### src/rtl/digital_tube_avalon_master.sv
// Converts a binary value to six BCD digits with sequential double-dabble and
// writes the result (plus a one-time display-enable) to a 7-segment slave over Avalon-MM.
module digital_tube_avalon_master #(
  parameter int VALUE_W     = 20,
  parameter bit AUTO_ENABLE = 1'b1
) (
  input  logic               clk,
  input  logic               rst,
  input  logic               start,
  input  logic [VALUE_W-1:0] value,
  output logic               busy,
  output logic               done,
  output logic               overflow,
  output logic               chipselect,
  output logic               write_n,
  output logic [1:0]         address,
  output logic [31:0]        writedata,
  input  logic               waitrequest
);

  typedef enum logic [2:0] {IDLE, CONV, WR_DATA, WR_EN, DONE} state_t;

  localparam int CNT_W = $clog2(VALUE_W);

  state_t             state_q, state_d;
  logic [VALUE_W-1:0] shift_q, shift_d;
  logic [23:0]        bcd_q, bcd_d;
  logic [CNT_W-1:0]   cnt_q, cnt_d;
  logic               big_q, big_d;
  logic               overflow_q, overflow_d;
  logic               enabled_q, enabled_d;
  logic [23:0]        bcd_adj;
  logic [31:0]        value_ext;

  assign value_ext = 32'(value);

  // Add-3 correction on every digit >= 5, ahead of this cycle's shift.
  always_comb begin
    bcd_adj = bcd_q;
    for (int i = 0; i < 6; i++) begin
      if (bcd_q[4*i +: 4] >= 4'd5) begin
        bcd_adj[4*i +: 4] = bcd_q[4*i +: 4] + 4'd3;
      end
    end
  end

  always_comb begin
    state_d    = state_q;
    shift_d    = shift_q;
    bcd_d      = bcd_q;
    cnt_d      = cnt_q;
    big_d      = big_q;
    overflow_d = overflow_q;
    enabled_d  = enabled_q;
    chipselect = 1'b0;
    write_n    = 1'b1;
    address    = 2'b00;
    writedata  = 32'h0;
    done       = 1'b0;
    case (state_q)
      IDLE: begin
        if (start) begin
          shift_d    = value;
          bcd_d      = 24'h0;
          cnt_d      = CNT_W'(VALUE_W - 1);
          big_d      = value_ext > 32'd999999;
          overflow_d = overflow_q | big_d;
          state_d    = CONV;
        end
      end
      CONV: begin
        bcd_d   = {bcd_adj[22:0], shift_q[VALUE_W-1]};
        shift_d = {shift_q[VALUE_W-2:0], 1'b0};
        if (cnt_q == '0) state_d = WR_DATA;
        else             cnt_d   = cnt_q - 1'b1;
      end
      WR_DATA: begin
        chipselect = 1'b1;
        write_n    = 1'b0;
        writedata  = {8'h00, big_q ? 24'h999999 : bcd_q};
        if (!waitrequest) begin
          state_d = (AUTO_ENABLE && !enabled_q) ? WR_EN : DONE;
        end
      end
      WR_EN: begin
        chipselect = 1'b1;
        write_n    = 1'b0;
        address    = 2'b01;
        writedata  = 32'h0000_0001;
        if (!waitrequest) begin
          enabled_d = 1'b1;
          state_d   = DONE;
        end
      end
      DONE: begin
        done    = 1'b1;
        state_d = IDLE;
      end
      default: state_d = IDLE;
    endcase
  end

  always_ff @(posedge clk or posedge rst) begin
    if (rst) begin
      state_q    <= IDLE;
      shift_q    <= '0;
      bcd_q      <= '0;
      cnt_q      <= '0;
      big_q      <= 1'b0;
      overflow_q <= 1'b0;
      enabled_q  <= 1'b0;
    end else begin
      state_q    <= state_d;
      shift_q    <= shift_d;
      bcd_q      <= bcd_d;
      cnt_q      <= cnt_d;
      big_q      <= big_d;
      overflow_q <= overflow_d;
      enabled_q  <= enabled_d;
    end
  end

  assign busy     = (state_q != IDLE);
  assign overflow = overflow_q;

endmodule

### config.mk
export PLATFORM = sky130hd
export DESIGN_NAME = digital_tube_avalon_master
export DESIGN_NICKNAME = d
export VERILOG_FILES = /design/src/rtl/digital_tube_avalon_master.sv
export SDC_FILE = /design/constraint.sdc
export NUM_CORES = 1
export LEC_CHECK = 0
export CAP_MARGIN = 20
export CORE_MARGIN = 10
export CORE_UTILIZATION = 30
export DETAILED_ROUTE_END_ITERATION = 8
export GPL_ROUTABILITY_DRIVEN = 0
export SYNTH_ARGS = -nofsm -noshare
export SYNTH_HDL_FRONTEND = slang
export SYNTH_SLANG_ARGS = --single-unit
### constraint.sdc
create_clock -name clk -period 3.3 [get_ports clk]
set_clock_uncertainty 0.15 [all_clocks]
set_input_delay 0.33 -clock clk [delete_from_list [all_inputs] [get_ports clk]]
set_output_delay 0.33 -clock clk [all_outputs]
set_load 0.05 [all_outputs]
==> metrics.md <==
| Metric | Value |
|---|---|
| Status | `complete, no violations` |
| Largest net degree at the start of global routing | `39` |
| Area growth, synth to finish | `20.7%` |
| Crit Path Category | `flip-flop to output pin` |
| Post-synthesis sequential area ratio | `0.453` |
| DP HPWL | `5450 um` |
| Number of cells upsized or downsized after cts | `0` |
| Overall routing resource usage | `0.105` |
| WL/cell | `15.3 um` |
| M1 GR Usage | `0.139` |
| Hold Buf Count CTS | `0` |
| Starting Density | `0.310` |
| WHS | `0.290 ns` |
| DIE WIDTH | `121 um` |
| Synth unique cells | `41` |
| Final core occ | `0.374` |
| LEAKAGE | `1.63 nW` |
| Area leader, netlist | `dfrtp_1` |
| Post-synth top area share | `0.453` |
| Min Clock Period, post-route | `3.01 ns` |
| CTS max path bufs | `2` |
| Number of port buffers | `53` |
| GR Layer Usage met3 | `0.0284` |
| First-pass GRT wire length | `12800 um` |
| Slew @ Worst Pin | `0.754 ns` |
| Die span in y | `121 um` |
| Setup WS pre-CTS | `0.660 ns` |
| Post-synth EDFFs | `0` |
| Top_reg_cell synth | `dfrtp_1` |
| Fmax | `0.332 GHz` |
| Final setup margin | `0.288 ns` |
| Slew margin rel. | `0.495` |
| Slowest stage cell, crit path | `clkdlybuf4s50_1` |
| Fin nets | `402` |
| Via count | `2438` |
| Synthesized area | `3040 um^2` |
| GRT busiest layer | `met2` |
| Gate Count Post-Synth | `319` |
| CP bufs+invs | `2` |
| Setup tns final | `0 ns` |
| Crit path cell chain | `and2b_1 > inv_1 > nor4_1 > clkdlybuf4s50_1` |
| Crit-path max cell delay | `0.91 ns` |
| Io pins | `63` |
| Core Region | `9820 um^2` |
| Layout cells sized above 1 | `0.0929` |
| Initial antenna violation count | `0` |
| CTS Buf Count | `5` |
| CP required | `2.82 ns` |
| PD cells | `927 nW/um^2` |
| Async set-or-reset flop fraction in the synthesized netlist | `1.00` |
| Crit. path cell count | `4` |
| Setup bufs post-CTS | `0` |
| Worst setup SP type | `flip-flop` |
| #FFs+latches synth | `55` |
| Met2 Usage GRT | `0.167` |
| Root Driver | `clkbuf_8` |
| H-Tree Depth | `2` |
| Final setup fails | `0` |
| Overflow after GRT | `0` |
| Avg Cell Area, Syn | `9.53 um^2` |
| RSZ-0062 raised after global routing | `no` |
| Hold Path Class | `input pin to asynchronous set/reset pin` |
| Vias in the first global route | `2561` |
| R2r worst-path depth | `4` |
| Clk_lat worst skew | `0.31 ns` |
| Most frequent cells in the layout | `dfrtp_1, nor2_1, clkdlybuf4s50_1` |
| Post-route ant nets | `0` |
| Reg clk slew, reported paths | `0.10 ns` |
| Commonest non-fill, non-tap cell in the layout | `dfrtp_1` |
| Die ar. | `14600 um^2` |
| Site Rows | `36` |
| Pre-antenna DRT Iters | `4` |
| Via-to-Cell Ratio | `4.89` |
| Critical Path AT | `2.53 ns` |
| Ant diodes | `0` |
| Drt total wl | `7640 um` |
| Ranking of synthesized cells by area | `dfrtp_1, nor2_1, o22ai_1` |
| Yosys warning count | `0` |
| TritonCTS Sinks | `55` |
| Final period utilization | `0.913` |
| Final Hold Vio Count | `0` |
| CTS tree | `done` |
| Slew Viols, Final | `0` |
| DR iter-0 viols | `113` |
| CP max FO | `12` |
| VDD IR max | `334 uV` |
| Critical path's top delay family | `buffers and inverters` |
| Setup crit end kind | `output pin` |
| Max_cap viols | `0` |
| Detailed-route DRC error count | `0` |
[state kept, by name, summed over array words and instances, names as in the netlist]
register	cells
bcd_q	24
shift_q	20
state_q	3
enabled_q	1
overflow	1
big_q	1
cnt_q	5
[cells in the mapped netlist, drive strengths merged (2+ instances only)]
cell type,instances
a21oi,11
a22o,7
a31oi,2
a32o,6
and2,7
buf,23
clkbuf,4
dfrtp,55
ha,13
inv,18
mux2i,8
nand2,12
nand2b,7
nand3,2
nor2,50
nor3,7
nor3b,5
nor4,6
o21a,12
o21ai,8
o22ai,28
o31ai,7
o32ai,2
xnor2,6
xor2,2
[routing by layer]
layer	routed length [um]	share of wire
met4	81	0.011
met1	3720	0.49
met3	393	0.051
met2	3450	0.45
met5	0	0
[power by group]
part / switching, W / internal, W
sequential: 0.000273 / 0.000999
combinational: 0.00101 / 0.000740
clock: 0.000235 / 0.000149
[kinds of logic (layout without fill, tap and decap cells)]
| group | Yosys count | in the layout | synth area share |
|---|---|---|---|
| AOI/OAI and AO/OA | 85 | 85 | 0.191 |
| other | 1 | 9 | 0.00123 |
| buffers and inverters | 45 | 84 | 0.0803 |
| muxes | 8 | 8 | 0.0263 |
| xor gates and xnor gates | 8 | 8 | 0.0231 |
| and+or+nand+nor | 104 | 104 | 0.172 |
| DFF | 55 | 55 | 0.453 |
| adders and majority gates | 13 | 13 | 0.0535 |
[area by class of cell]
cell class / instances / area, um^2
fillers: 1026 / 6150
well taps: 133 / 166
clock inverters: 2 / 12.5
multi-input cells: 227 / 1450
flip-flops and latches: 55 / 1380
clock buffers: 6 / 72.6
repair buffers: 58 / 526
inverters: 18 / 67.6
[worst paths after layout]
path	startpoint	to	slack, ns
setup reg to reg	state_q[0]$_DFFE_PP0P_	bcd_q[7]$_DFFE_PP0P_	0.86
max in group asynchronous	rst	bcd_q[5]$_DFFE_PP0P_	2.04
min in group clk	enabled_q$_DFFE_PP0P_	enabled_q$_DFFE_PP0P_	0.33
hold / removal	rst	shift_q[16]$_DFFE_PP0P_	0.29
hold reg to reg	enabled_q$_DFFE_PP0P_	enabled_q$_DFFE_PP0P_	0.33
setup / recovery	state_q[1]$_DFFE_PP0P_	writedata[13]	0.29
[through the flow]
step	total power (W)	area [um^2]	cells
finish	0.00340	3670	499
global route	0.00372	3670	499
CTS	0.00343	3670	499
detailed placement	0.00305	3580	491
global placement	0.00299	3580	491
floorplan	0.00269	3070	327
Note: power is estimated with default switching activity, not from simulation.
